### src/rtl/cpu_ctrl_pkg.sv
// Shared control-unit definitions: sequencer states, opcodes, C2 encodings,
// IR field positions and the datapath strobe bundle.
package cpu_ctrl_pkg;

    typedef enum logic [2:0] {
        ST_IDLE = 3'd0,
        ST_T3   = 3'd1,
        ST_T4   = 3'd2,
        ST_T5   = 3'd3,
        ST_T6   = 3'd4,
        ST_DONE = 3'd5
    } state_e;

    localparam int unsigned OPC_W = 5;
    localparam int unsigned RA_W  = 4;
    localparam int unsigned C2_W  = 2;

    localparam logic [OPC_W-1:0] OP_BR  = 5'b10010;
    localparam logic [OPC_W-1:0] OP_JR  = 5'b10100;
    localparam logic [OPC_W-1:0] OP_JAL = 5'b10011;

    localparam logic [C2_W-1:0] C2_ZERO    = 2'b00;
    localparam logic [C2_W-1:0] C2_NONZERO = 2'b01;
    localparam logic [C2_W-1:0] C2_GE_ZERO = 2'b10;
    localparam logic [C2_W-1:0] C2_LT_ZERO = 2'b11;

    localparam int unsigned IR_OPC_MSB = 31;
    localparam int unsigned IR_OPC_LSB = 27;
    localparam int unsigned IR_RA_MSB  = 26;
    localparam int unsigned IR_RA_LSB  = 23;
    localparam int unsigned IR_C2_MSB  = 20;
    localparam int unsigned IR_C2_LSB  = 19;
    localparam int unsigned IR_C_MSB   = 18;

    // Datapath strobes decoded from state; pc_in_en is qualified by the condition later.
    typedef struct packed {
        logic gra;
        logic rout;
        logic con_in;
        logic pc_out;
        logic y_in;
        logic c_out;
        logic alu_add;
        logic z_in;
        logic zlow_out;
        logic pc_in_en;
    } strobe_t;

endpackage

### src/rtl/branch_seq_outdec.sv
// Pure combinational state-to-strobe decoder, shared with the jump sequencers.
module branch_seq_outdec
    import cpu_ctrl_pkg::*;
(
    input  state_e  state_i,
    output strobe_t strobe_o
);

    always_comb begin
        strobe_o = '0;
        case (state_i)
            ST_T3: begin
                strobe_o.gra    = 1'b1;
                strobe_o.rout   = 1'b1;
                strobe_o.con_in = 1'b1;
            end
            ST_T4: begin
                strobe_o.pc_out = 1'b1;
                strobe_o.y_in   = 1'b1;
            end
            ST_T5: begin
                strobe_o.c_out   = 1'b1;
                strobe_o.alu_add = 1'b1;
                strobe_o.z_in    = 1'b1;
            end
            ST_T6: begin
                strobe_o.zlow_out = 1'b1;
                strobe_o.pc_in_en = 1'b1;
            end
            default: ;
        endcase
    end

endmodule

### src/rtl/branch_sequencer.sv
// Moore sequencer for the conditional-branch datapath: T3 condition, T4 PC->Y,
// T5 PC+C->Z, T6 Z->PC gated by the condition flip-flop.
module branch_sequencer
    import cpu_ctrl_pkg::*;
#(
    parameter bit SKIP_ON_FALSE = 1'b1
) (
    input  logic        clk,
    input  logic        reset,
    input  logic        start,
    input  logic [31:0] ir,
    input  logic        con_q,
    output logic        busy,
    output logic        done,
    output logic        taken,
    output logic        illegal,
    output logic        gra,
    output logic        rout,
    output logic        con_in,
    output logic [1:0]  con_bits,
    output logic        pc_out,
    output logic        y_in,
    output logic        c_out,
    output logic        alu_add,
    output logic        z_in,
    output logic        zlow_out,
    output logic        pc_in
);

    state_e             state_q, state_d;
    logic [OPC_W-1:0]   opc_q, opc_d;
    logic [RA_W-1:0]    ra_q, ra_d;
    logic [C2_W-1:0]    c2_q, c2_d;
    logic               taken_q, taken_d;
    logic               illegal_q, illegal_d;
    strobe_t            strobe;
    logic               active;

    // Ra and the offset are consumed by the register file and C-extender, not here.
    logic unused_fields;
    assign unused_fields = ^{ir[22:21], ir[IR_C_MSB:0], ra_q, opc_q};

    always_ff @(posedge clk) begin
        if (reset) begin
            state_q   <= ST_IDLE;
            opc_q     <= '0;
            ra_q      <= '0;
            c2_q      <= '0;
            taken_q   <= 1'b0;
            illegal_q <= 1'b0;
        end else begin
            state_q   <= state_d;
            opc_q     <= opc_d;
            ra_q      <= ra_d;
            c2_q      <= c2_d;
            taken_q   <= taken_d;
            illegal_q <= illegal_d;
        end
    end

    always_comb begin
        state_d   = state_q;
        opc_d     = opc_q;
        ra_d      = ra_q;
        c2_d      = c2_q;
        taken_d   = taken_q;
        illegal_d = illegal_q;
        case (state_q)
            ST_IDLE: begin
                if (start) begin
                    opc_d   = ir[IR_OPC_MSB:IR_OPC_LSB];
                    ra_d    = ir[IR_RA_MSB:IR_RA_LSB];
                    c2_d    = ir[IR_C2_MSB:IR_C2_LSB];
                    taken_d = 1'b0;
                    if (ir[IR_OPC_MSB:IR_OPC_LSB] == OP_BR) begin
                        illegal_d = 1'b0;
                        state_d   = ST_T3;
                    end else begin
                        illegal_d = 1'b1;
                        state_d   = ST_DONE;
                    end
                end
            end
            ST_T3: state_d = ST_T4;
            ST_T4: begin
                // con_q was loaded at the T3 edge and is stable here.
                taken_d = con_q;
                state_d = (SKIP_ON_FALSE && !con_q) ? ST_DONE : ST_T5;
            end
            ST_T5:   state_d = ST_T6;
            ST_T6:   state_d = ST_DONE;
            ST_DONE: state_d = ST_IDLE;
            default: state_d = ST_IDLE;
        endcase
    end

    branch_seq_outdec u_outdec (
        .state_i  (state_q),
        .strobe_o (strobe)
    );

    // Outputs are held low in any cycle where reset is asserted.
    assign active   = (state_q != ST_IDLE) && !reset;
    assign busy     = active;
    assign done     = active && (state_q == ST_DONE);
    assign taken    = done && taken_q;
    assign illegal  = done && illegal_q;
    assign con_bits = active ? c2_q : 2'b00;
    assign gra      = active && strobe.gra;
    assign rout     = active && strobe.rout;
    assign con_in   = active && strobe.con_in;
    assign pc_out   = active && strobe.pc_out;
    assign y_in     = active && strobe.y_in;
    assign c_out    = active && strobe.c_out;
    assign alu_add  = active && strobe.alu_add;
    assign z_in     = active && strobe.z_in;
    assign zlow_out = active && strobe.zlow_out;
    assign pc_in    = active && strobe.pc_in_en && taken_q;

endmodule
### config.mk
export PLATFORM = sky130hd
export DESIGN_NAME = branch_sequencer
export DESIGN_NICKNAME = d
export VERILOG_FILES = /design/src/rtl/cpu_ctrl_pkg.sv /design/src/rtl/branch_seq_outdec.sv /design/src/rtl/branch_sequencer.sv
export SDC_FILE = /design/constraint.sdc
export NUM_CORES = 1
export LEC_CHECK = 0
export CAP_MARGIN = 0
export CORE_MARGIN = 2
export CORE_UTILIZATION = 29
export CTS_CLUSTER_DIAMETER = 80
export DETAILED_ROUTE_END_ITERATION = 6
export PLACE_DENSITY = 0.92
export SYNTH_ARGS = -nofsm -noshare
export SYNTH_HDL_FRONTEND = slang
export SYNTH_SLANG_ARGS = --single-unit
### constraint.sdc
create_clock -name clk -period 2.14 [get_ports clk]
set_input_delay 0.214 -clock clk [delete_from_list [all_inputs] [get_ports clk]]
set_output_delay 0.214 -clock clk [all_outputs]
set_load 0.005 [all_outputs]
==> reports/results.txt <==
Clock root cell: clkbuf_4
Initial antenna violation count: 0
Die Span Y: 44.1 um
R2R Setup Slk: 920 ps
Worst-path clk slew: 50 ps
Via-to-Cell Ratio: 5.01
Post-Syn Nets: 87
# DRC: 0
RR Endpoint: c2_q[1]
Synth top area share: 30.0%
Worst EP arrival: 1820 ps
Hold wc startpoint: taken_q
Initial DRC count: 9
Net switching power: 0.125 mW
First-pass GRT wire length: 1590 um
Min-Delay Path Depth: 2
GRT Util Overall: 11.9%
Via count: 446
IO Pins: 52
Final Slew Violations: 0
TNS Setup: 0 ps
CP dominant cell by count: clkdlybuf4s50_1
DR pass1 iterations: 4
Worst hold endpoint: taken_q
Synth Warn #: 0
Global route total overflow: 0
Antenna-violating nets left: 0
Ant. Diodes: 0
Postcts setup bufs: 0
Layout cell share with drive strength beyond 1: 20.5%
Final Critical Period: 2030 ps
Final setup viols: 0
Routed WL: 1070 um
Worst Reg-to-Reg Cells: 3
Starting density of the core: 31.0%
Cell Rows: 14
Sw frac: 29.5%
Min-delay worst type: reg -> reg
Startpoint Class: input port
Mapped cell area: 467 um2
Clock Sinks: 7
Async SR Flop Fraction: 0%
Post-synth EDFFs: 0
Fmax: 493 MHz
PwrDens: 588 nW/um2
Worst vdd rail ir drop: 0.288 mV
H-tree lvl count: 1
Vias in the first global route: 358
Primary FF master, synth: dfxtp_1
Post-synthesis sequential area ratio: 30.0%
Worst-Skew Late Latency: 250 ps
TritonCTS clock tree: built
Max-Cap Viols: 0
Status: finished clean
DP HPWL: 799 um
IO buf count: 26
Core area: 1510 um2
Final period util: 94.9%
WS Path Type: in -> out
Leakage: 0.252 nW
Synth area leaders: dfxtp_1 30%, buf_4 9.7%, and2_1 6.7%, nor2_1 5.6%, nor4b_4 5.1%
Syn Area/Cell: 9.15 um2
Slew @ Worst Pin: 360 ps
Die ar.: 1950 um2
CTS Buffer Depth: 2
Hold_buf cts: 0
Critical path, cell by cell: clkdlybuf4s50_1 -> buf_4 -> nor2_1 -> and2_1 -> clkdlybuf4s50_1
Synth cell types: 24
CP max-delay cell: clkdlybuf4s50_1
# fillers: 147
Clock Skew: 2.74 ps
Die span in x: 44.1 um
RSZ-0062 raised after global routing: false
Pin count of the biggest net entering global routing: 14
Final nets: 110
Crit Path Max Fanout: 7
Pint: 0.298 mW
Synth area leader: dfxtp_1
Clock network power share: 28.6%
Fin. Hold Viols: 0
RR Startpoint: state_q[2]
Req. time, crit path: 1930 ps
Min Hold Slack: 480 ps
Routed len/inst: 12.1 um
Total CTS buffers: 3
Crit-path max cell delay: 510 ps
Rel. slew slack: 75.7%
Area growth syn-to-layout: 54.2%
Combinational share of power: 28.1%
Resized cells post-CTS: 0
Yosys reg bits: 7
Sequential power share: 43.3%
Final Wtd Congestion: 0.719
CP endpoint kind: output port
Synthesized instance count: 51
cells by family after synthesis:
family                 count (synthesis)  share of synthesized area, %
DFF                                    7                          30.0
and+or+nand+nor                       28                          41.6
AOI/OAI and AO/OA                      4                          6.43
buffers and inverters                  9                          15.3
muxes                                  3                          6.70
critical path: cells and delay by family:
family | cells | cell delay, ps
and+or+nand+nor | 2 | 370
buffers and inverters | 3 | 1220
synthesized netlist by cell type (2+ instances only):
cell     n
and2_1   5
buf_4    6
buf_6    2
dfxtp_1  7
mux2i_1  2
nand2_1  2
nor2_1   7
nor3_1   3
nor4b_1  2
worst max-delay path by stage:
stage,start,endpoint,cells after the start
after floorplan,state_q[2],gra,3
after global placement,reset,gra,3
after detailed placement,reset,gra,3
after CTS,state_q[0],gra,2
after global routing,reset,con_bits[0],5
final,reset,con_bits[0],5
power by group through the flow:
stage | sequential [mW] | combinational [mW] | clock [mW]
2_1_floorplan | 0.161 | 0.0967 | 0
3_3_place_gp | 0.180 | 0.115 | 0
3_5_place_dp | 0.181 | 0.117 | 0
4_1_cts | 0.179 | 0.118 | 0.125
5_1_grt | 0.186 | 0.128 | 0.140
6_report | 0.183 | 0.119 | 0.121
registers in the layout, indices dropped and copies added (netlist names):
| signal | count |
|---|---|
| c2_q | 2 |
| taken_q | 1 |
| illegal_q | 1 |
| state_q | 3 |
metrics by stage:
step	power [mW]	std cells	util (%)	setup WS (ps)	instance area [um2]
detailed placement	0.299	85	45.3	144	683
global placement	0.295	85	45.3	180	683
global route	0.455	89	47.8	40.7	719
finish	0.423	89	47.8	110	719
floorplan	0.258	51	-	735	467
CTS	0.422	89	47.1	13.3	709
layout make-up:
type | instances | area (um2) | area share, %
Tap cell | 16 | 20.0 | 2.78
Multi-Input combinational cell | 35 | 262 | 36.3
Timing Repair Buffer | 27 | 268 | 37.2
Sequential cell | 7 | 144 | 20.0
Clock buffer | 4 | 26.3 | 3.65
placed cells by master, fill, tap and decap left out, drive strengths merged, types with 2 or more instances in the layout:
master,instances
mux2i,2
nor3,3
dfxtp,7
clkbuf,4
clkdlybuf4s50,26
and2,5
nor4b,4
nand2,2
nor2,8
layer usage:
metal | track usage (%) | routed length, um | share of wire, % | vias up
met2 | 19.4 | 500 | 47 | 34
met5 | 0 | 0 | 0 | -
met4 | 5.45 | 6 | 0.56 | 0
met3 | 6.53 | 111 | 10 | 2
li1 | - | - | - | 220
met1 | 12.4 | 454 | 42 | 190
(Power assumes the default switching activity.)
